--- src/rtl/con_ff_bank.sv ---
// Bank of branch-condition flags: evaluates a sign/zero predicate on bus_data and
// writes, ANDs, ORs or XORs it into one selected flag, with an optional input stage.
module con_ff_bank #(
  parameter int DATA_W    = 32,
  parameter int NUM_FLAGS = 4,
  parameter int IDX_W     = 2,
  parameter int PIPE      = 0
) (
  input  logic                 clk,
  input  logic                 clr,
  input  logic [DATA_W-1:0]    bus_data,
  input  logic [2:0]           cond_sel,
  input  logic [1:0]           combine,
  input  logic [IDX_W-1:0]     wr_idx,
  input  logic                 CON_in,
  input  logic [IDX_W-1:0]     rd_idx,
  output logic                 CONFF,
  output logic [NUM_FLAGS-1:0] flags,
  output logic                 con_valid
);

  function automatic logic evalCond(input logic signed [DATA_W-1:0] d,
                                    input logic [2:0] sel);
    logic isZero;
    logic isNeg;
    isZero = (d == '0);
    isNeg  = d[DATA_W-1];
    case (sel)
      3'd0:    return isZero;
      3'd1:    return !isZero;
      3'd2:    return !isNeg;
      3'd3:    return isNeg;
      3'd4:    return !isNeg && !isZero;
      3'd5:    return isNeg || isZero;
      3'd6:    return 1'b1;
      default: return 1'b0;
    endcase
  endfunction

  function automatic logic combineFlag(input logic oldVal, input logic c,
                                       input logic [1:0] mode);
    case (mode)
      2'd0:    return c;
      2'd1:    return oldVal & c;
      2'd2:    return oldVal | c;
      default: return oldVal ^ c;
    endcase
  endfunction

  logic signed [DATA_W-1:0] data_p1;
  logic [2:0]               sel_p1;
  logic [1:0]               comb_p1;
  logic [IDX_W-1:0]         idx_p1;
  logic                     vld_p1;

  // Stage p0 -> p1: optional input register; only its valid bit is reset
  generate
    if (PIPE != 0) begin : gStage
      always_ff @(posedge clk) begin
        if (clr) vld_p1 <= 1'b0;
        else     vld_p1 <= CON_in;
      end
      always_ff @(posedge clk) begin
        data_p1 <= bus_data;
        sel_p1  <= cond_sel;
        comb_p1 <= combine;
        idx_p1  <= wr_idx;
      end
    end else begin : gNoStage
      assign data_p1 = bus_data;
      assign sel_p1  = cond_sel;
      assign comb_p1 = combine;
      assign idx_p1  = wr_idx;
      assign vld_p1  = CON_in;
    end
  endgenerate

  logic                 idxOk;
  logic                 wrEn;
  logic                 condBit;
  logic [NUM_FLAGS-1:0] flagsD;

  assign idxOk   = ({1'b0, idx_p1} < (IDX_W+1)'(NUM_FLAGS));
  assign wrEn    = vld_p1 && idxOk;
  assign condBit = evalCond(data_p1, sel_p1);

  always_comb begin
    flagsD = flags;
    for (int i = 0; i < NUM_FLAGS; i++) begin
      if (wrEn && (idx_p1 == IDX_W'(i)))
        flagsD[i] = combineFlag(flags[i], condBit, comb_p1);
    end
  end

  // Stage p1 -> flag registers: evaluate, combine with the pre-edge value, write
  always_ff @(posedge clk) begin
    if (clr) begin
      flags     <= '0;
      con_valid <= 1'b0;
    end else begin
      flags     <= flagsD;
      con_valid <= wrEn;
    end
  end

  always_comb begin
    CONFF = 1'b0;
    for (int i = 0; i < NUM_FLAGS; i++) begin
      if (rd_idx == IDX_W'(i)) CONFF = flags[i];
    end
  end

endmodule

--- config.mk ---
export PLATFORM = sky130hd
export DESIGN_NAME = con_ff_bank
export DESIGN_NICKNAME = d
export VERILOG_FILES = /design/src/rtl/con_ff_bank.sv
export SDC_FILE = /design/constraint.sdc
export NUM_CORES = 1
export LEC_CHECK = 0
export CORE_UTILIZATION = 35
export CTS_CLUSTER_DIAMETER = 150
export DETAILED_ROUTE_END_ITERATION = 12
export GPL_TIMING_DRIVEN = 0
export HOLD_SLACK_MARGIN = 0.05
export PLACE_DENSITY = 0.8
export SETUP_SLACK_MARGIN = 0.4
export SLEW_MARGIN = 20
export SYNTH_ARGS = -nofsm -noshare
export SYNTH_HDL_FRONTEND = slang
export SYNTH_SLANG_ARGS = --single-unit
--- constraint.sdc ---
create_clock -name clk -period 2.95 [get_ports clk]
set_input_delay 0.4425 -clock clk [delete_from_list [all_inputs] [get_ports clk]]
set_output_delay 0.4425 -clock clk [all_outputs]
set_load 0.05 [all_outputs]
# Yosys cells after proc, flatten, opt, wreduce, memory -nomap -nowiden
# Cells that the tools add are included.
word_totals:
  reg_bits: 5
  input_bits: 44
  out_inout_bits: 6
  elab_cells: 53
classes:
  n_eq_ne: 14
  n_mux: 9
  n_bitwise: 12
  reduce_logical: 13
ops:
  columns: ["op", "count"]
  rows:
  - ["$logic_not A32 Y1", 1]
  - ["$pmux W1 S3", 4]
  - ["$eq A2 B2 Y1 const B", 5]
  - ["$eq A3 B3 Y1 const B", 3]
  - ["$pmux W1 S7", 1]
  - ["$eq A2 B1 Y1 const B", 3]
  - ["$eq A3 B2 Y1 const B", 2]
  - ["$logic_not A2 Y1", 3]
  - ["$logic_and A1 B1 Y1", 5]
  - ["$and A1 B1 Y1", 4]
  - ["$mux W1", 4]
  - ["$or A1 B1 Y1", 4]
  - ["$xor A1 B1 Y1", 4]
  - ["$eq A3 B1 Y1 const B", 1]
  - ["$logic_not A3 Y1", 1]
  - ["$logic_not A1 Y1", 2]
  - ["$logic_or A1 B1 Y1", 1]

# Logic depth before layout (Yosys ltp)
# Gate-level depths: netlist (run 1).
depth:
  ltp_word: 6
  ltp_mapped: 9
  mapped_depth_nobuf: 9

# Worst setup path after synthesis (run 1)
# No wires, ideal clock.
synth_path:
  path_kind: "input-to-reg"
  startpoint: "input port bus_data[6]"
  endpoint: "register flags[0]"
  setup_time_ns: 0.127
  t_arrival_ns: 2.238
  setup_slack_ns: 0.585
  path_stages: 9
  path_cell_list: "nor4_1 nand4_1 o21ai_0 nand3_1 xnor2_1 ha_1 or2_2 a31oi_1 a31oi_1"
synth_between:
  elab_chain_cells: 6
  elab_cells_between_ends: 9
  classes_between: "mux (2); bitwise (3); reduce/logical (4)"
synth_lines:
  columns: ["element", "line_no", "text"]
  rows:
  - ["start: declaration", "11", "input logic [DATA_W-1:0] bus_data,"]
  - ["$logic_not A32 Y1 *", "26", "isZero = (d == '0);"]
  - ["$logic_not A1 Y1", "30, 33", null]
  - ["$logic_and A1 B1 Y1", "33", "3'd4: return !isNeg && !isZero;"]
  - ["$pmux W1 S7 *", "28", "case (sel)"]
  - ["$xor A1 B1 Y1 (tied with other cells)", "46", "default: return oldVal ^ c;"]
  - ["$pmux W1 S3 *", "42", "case (mode)"]
  - ["end signal: assignment", "101", "flags <= flagsD;"]
  - ["end: declaration", "18", "output logic [NUM_FLAGS-1:0] flags,"]
# Mark *: on every way between the ends. The rest lies on a longest branch, timed or not.
# A chain may end at the register's enable or synchronous reset.

# Worst setup path in the final report (run 1)
layout_path:
  startpoint: "input port bus_data[18]"
  endpoint: "register flags[2]"
# The elaborated chain is that of the path after synthesis.

==> results of run 1 <==
-- worst paths after layout --
kind / to / from / cells after the start
worst min-delay path: flags[1] / flags[1] / 4
worst max register to register: flags[2] / flags[2] / 5
worst min register to register: flags[1] / flags[1] / 4
worst max-delay path: flags[2] / bus_data[18] / 10
-- cells in the final DEF, fill, tap and decap left out, drive strengths merged, types with 5 or more instances in the layout --
cell type	synthesis	final
a31oi	7	7
buf	1	11
clkbuf	2	11
clkdlybuf4s15	0	5
inv	5	5
nor4	8	8
dlymetal6s2s	0	6
dfxtp	5	5
dlygate4sd2	0	17
ha	8	8
clkdlybuf4s50	0	14
-- kinds of logic (layout without fill, tap and decap cells) --
family,count (synthesis),in the layout,synth area share
AO/OA/AOI/OAI,23,23,0.2297
buffers and inverters,8,69,0.04318
flip-flops,5,5,0.1382
multiplexers,2,2,0.04490
XOR/XNOR,2,2,0.02418
adder cells (fa/ha/maj),8,8,0.1382
AND/OR/NAND/NOR,36,36,0.3817
-- worst register-to-register path: stages, from the launching register on --
cell and delay (ns):
dfxtp_1 0.38, inv_1 0.08, ha_1 0.29, or2_2 0.29, a31oi_1 0.20, a31oi_1 0.06
-- flip-flops by register name, summed over array words and instances, names as in the netlist --
register   cells
con_valid      1
flags          4
-- cells in the mapped netlist (2+ instances only) --
master | number | area [µm²]
a31oi_1 | 7 | 43.79
nor2_1 | 3 | 11.26
o21ai_0 | 3 | 15.01
nand2b_1 | 4 | 25.02
dfxtp_1 | 5 | 100.1
or2_2 | 3 | 18.77
clkbuf_1 | 2 | 7.510
nor2b_1 | 3 | 18.77
a221oi_1 | 4 | 35.03
nand4_1 | 3 | 18.77
nand3_1 | 2 | 10.01
a211oi_1 | 3 | 22.52
ha_1 | 8 | 100.1
nand2_1 | 2 | 7.510
inv_1 | 5 | 18.77
nor4_2 | 6 | 75.07
-- routing by layer --
layer	wire length, µm	vias to the layer above
li1	-	457
met1	1141	456
met2	1532	32
met3	73	8
met4	76	0
met5	0	-
-- final cells by class --
type                            count  area share
Buffer                              3    0.008873
Inverter                            5     0.01331
Clock buffer                        4     0.01863
Tap cell                           27     0.02396
Timing Repair Buffer               57      0.3647
Sequential cell                     5     0.07099
Multi-Input combinational cell     71      0.4996
-- stage by stage --
step	total power [mW]	utilization	setup TNS [ns]	instance area, µm²
6_report	0.2935	0.7188	0	1410
3_3_place_gp	0.2038	0.6263	-0.3412	1229
2_1_floorplan	0.1285	-	0	724.4
5_1_grt	0.3133	0.7188	0	1410
4_1_cts	0.2815	0.6773	0	1329
3_5_place_dp	0.2096	0.6263	-0.8111	1229
-- power by group --
group          switching (mW)  leakage [nW]  internal, mW
sequential            0.00195        0.0407        0.0702
clock                  0.0244        0.0150        0.0509
combinational          0.0726         0.520        0.0734
total                  0.0990         0.576         0.195
-- timing repair --
action | 4_1_cts | 5_1_grt
hold buffers | 0 | 0
buffers inserted | 8 | 2
pin swaps | 19 | 17
endpoints found under the setup margin | 5 | 4
resized for setup | 35 | 30
==> metrics, run 1 <==
Top Usage Layer GRT=met2; element type at the critical path start=input port; DP HPWL=1999 µm; global placement routability congestion=0.8206; max incr delay on CP=0.33 ns; Synth Register Bits=5; Vias/cell=5.541; peak supply drop=0.1220 mV; fin worst setup slack=0.4475 ns; vias in the first global route=893; synthesized net count=136; proportion of layout cells with a drive suffix above 1=0.2690; number of synthesized flops with an enable pin=0; Lkg Pwr=0.5757 nW; initial cell density of the core=0.3693; area of the multi-input gates=between 700 and 800 µm²; Post-Layout Cell Count=172; First-pass DRT Iterations=4; ys flop type=dfxtp_1; period utilization=0.8483; antenna violations before repair=0; worst rel slew slack=0.6579; row count=16; Clock Tree Buf Depth=2; CP dominant cell by count=a31oi_1; clk root buf=clkbuf_4; Inserted Clock Buffers=3; mean routed wirelength per cell=16.42 µm; DR iter-0 viols=36; RSZ-0062 raised after global routing=true; first-pass GRT wire length=3974 µm; critical-path maximum fanout=4; HP Class=reg2reg; Tmin final=2.503 ns; fmax=about 400 MHz; outcome=finished, final reports clean; GR Layer Usage met2=0.4685; Worst-path clk slew=approximately 0.04 ns; via count=953; post-synth cell types=37; Hold WS=0.7499 ns; Syn Inst Count=84; DRT antenna net count=0; slowest cell on the critical path=nor4_2; pwr dens=208.2 nW/µm²; Die Width=47.50 µm; crit end category=register; Register Area=~100 µm²; Seq/Total Area, Yosys=0.1382; worst path cell trace=dlygate4sd2_1 -> nor4_2 -> nand4_1 -> o21ai_2 -> nand3_4 -> xnor2_4 -> ha_1 -> or2_2 -> a31oi_1 -> a31oi_1; Synth-to-Final Area Change=94.65%; worst reg-to-reg setup slack=1.54 ns; Placed Instances=158; pin count of the biggest net entering global routing=11; grt met1 use=0.2929; CP arrival=2.61 ns; n_diodes=0; Final Hold Fails=0; critical path's top delay family=simple AND/OR/NAND/NOR gates; die height=47.50 µm; worst path buffer plus inverter count=1; Total GRT Usage=0.2520; CTS tree=done; Skew-Pair Late Insertion Delay=between 0.2 and 0.25 ns; Mapped Area=724.4 µm²; Worst EP required=3.06 ns; met3 GRT Util=0.03019; Total Nets Final=198; Die ar.=2256 µm²; Mean Syn Cell Area=8.624 µm²; Synth Warn #=0; final WL=2824 µm; io pins=50; Port Buffer Count=47; Post-Place Worst Slack=-0.2481 ns; max cap viols=0; fill cell count=152; Core Area=about 2000 µm²; Post-Route Skew=0 ns; grt ovf=0; DRC=0; endpoints failing setup=0; Pins Over Slew Limit=0; CTS sink cnt=5; pin slew with the least headroom to its limit=0.5101 ns; CTS H-tree depth=1; WS Path Type=in2reg; asr flop ratio synth=0
Note: power is estimated with default switching activity, not from simulation.
==> run 2: changes to the inputs <==
- clock period: 2.95 -> 2.4 ns (I/O delays scaled with it)
==> run 2 against run 1 <==
  * Core utilization increased by 2.1 points
  * Critical path depth stayed put
  * Register-to-register slack worse by 0.53 ns
  * Critical path type unchanged
  * Highest routed layer unchanged
==> metrics, run 2 (same netlist as run 1, synthesis figures left out) <==
io pins=50; DRT antenna net count=0; fin util=0.7398; Inserted Clock Buffers=3; Placed Instances=158; peak supply drop=between 0.2 and 0.25 mV; pin count of the biggest net entering global routing=11; RSZ-0062 raised after global routing=true; first-pass GRT wire length=4319 µm; pin slew with the least headroom to its limit=0.5059 ns; Worst-path clk slew=roughly 0.050 ns; period utilization=0.9361; crit end category=register; critical path's top delay family=simple AND/OR/NAND/NOR gates; Total GRT Usage=0.2696; antenna violations before repair=0; mean routed wirelength per cell=16.98 µm; Synth-to-Final Area Change=100.3%; Port Buffer Count=between 40 and 50; Pins Over Slew Limit=0; WHS Endpoint=flags[1]; Hold Startpoint=cond_sel[0]; Post-Place Worst Slack=-0.5040 ns; worst reg-to-reg setup slack=1.01 ns; placed instance area=1316 µm²; Most flops, register=flags; via count=between 900 and 1000; Total Nets Final=200; RR Endpoint=flags[1]; DP HPWL=1978 µm; DR iter-0 viols=18; largest registers=flags x4, con_valid x1; pwr dens=258.2 nW/µm²; CP arrival=2.36 ns; DRC=0; Die Width=roughly 47 µm; CTS sink cnt=5; First-pass DRT Iterations=4; Worst EP required=2.51 ns; worst rel slew slack=0.6617; most frequent cells in the layout=buf_6 (21), buf_2 (14), clkdlybuf4s50_1 (13); HP Class=in2reg; worst path buffer plus inverter count=1; Vias/cell=5.552; grt ovf=0; Power, Total=around 0.37 mW; clk root buf=clkbuf_4; Clock Tree Buf Depth=2; row count=16; Hold WS=between 0.6 and 0.7 ns; WS Path Type=in2reg; worst path cell trace=buf_2 -> nor4_4 -> nand4_1 -> o21ai_2 -> nand3_4 -> xnor2_4 -> ha_1 -> or2_4 -> a31oi_1 -> a31oi_2; Post-Layout Cell Count=between 150 and 200; Lkg Pwr=0.5542 nW; Skew-Pair Late Insertion Delay=0.24 ns; Final Hold Fails=0; max cap viols=0; Core Area=1962 µm²; element type at the critical path start=input port; vias in the first global route=971; setup TNS=0 ns; critical-path maximum fanout=4; global placement routability congestion=~0.86; proportion of layout cells with a drive suffix above 1=0.4218; CTS H-tree depth=1; final WL=2955 µm; fmax=between 400 and 500 MHz; post-route design area=about 1500 µm²; path depth of the worst reg2reg path=5; outcome=finished, final reports clean; hold_buf cts=0; endpoints failing setup=0; Tmin final=2.247 ns; fill cell count=around 140; Worst Hold Depth=4; n_diodes=0; Die ar.=2256 µm²; flip-flop count of the largest register after layout=4; RR Startpoint=flags[1]; slowest cell on the critical path=nor4_4; CTS tree=done; die height=47.50 µm; initial cell density of the core=0.3693; fin worst setup slack=0.1533 ns; leading cell type in the layout, fill and taps excluded=buf_6; max incr delay on CP=0.28 ns; Post-Route Skew=0 ns
## run 2: changes by cell type in the layout (fill, tap and decap cells not counted), moves of 2 or more
cell and delta:
buf_6 +21, buf_2 +13, nor4_4 +2, dlygate4sd2_1 -16, buf_8 +2, buf_4 -8
clkbuf_2 -4, nor4_2 -2, dlymetal6s2s_1 -6
## run 2: final cells by class
class	count	area, µm²	share of cell area
flip-flops and latches	5	100.1	0.06897
well taps	27	33.78	0.02328
inverters	5	18.77	0.01293
plain buffers	3	12.51	0.008621
multi-input cells	71	709.4	0.4888
repair buffers	59	550.5	0.3793
clock buffers	4	26.28	0.01810
## run 2: metal layers
layer / vias to the layer above / wire length, µm / global-route usage
met1: 460 / 1137 / 0.3167
met5: - / 0 / 0
met3: 6 / 167 / 0.05660
li1: 461 / - / -
met2: 39 / 1605 / 0.4849
met4: 0 / 44 / 0.08571
## run 2: worst register-to-register path, stage by stage (launching register included)
cell	delay [ns]
dfxtp_1	0.40
inv_1	0.09
ha_1	0.29
or2_4	0.24
a31oi_1	0.20
a31oi_1	0.06
## run 2: worst max-delay path by stage
stage / start / to / slack [ns] / cells past startpoint
5_1_grt: bus_data[2] / flags[0] / 0.008 / 10
3_3_place_gp: bus_data[31] / flags[0] / -0.47 / 10
3_5_place_dp: bus_data[31] / flags[0] / -0.50 / 10
4_1_cts: bus_data[30] / flags[0] / 0.26 / 10
2_1_floorplan: bus_data[15] / flags[0] / 0.31 / 9
6_report: bus_data[18] / flags[0] / 0.15 / 10
## run 2: power breakdown
part | switching [mW] | internal, mW
combinational | 0.0909 | 0.0954
clock | 0.0364 | 0.0630
sequential | 0.00275 | 0.0862
total | 0.130 | 0.245
## run 2: what timing repair did
item	4_1_cts	5_1_grt
hold endpoints to repair	0	0
pin swaps	25	7
setup buffers	12	0
cloned	0	0
gates resized for setup	136	16
setup endpoints to repair	5	4
==> run 3: changes to the inputs <==
- CTS_CLUSTER_DIAMETER: 150 -> unset
==> results of run 3 <==
The final DEF is identical to that of run 2; final timing and power are the same.
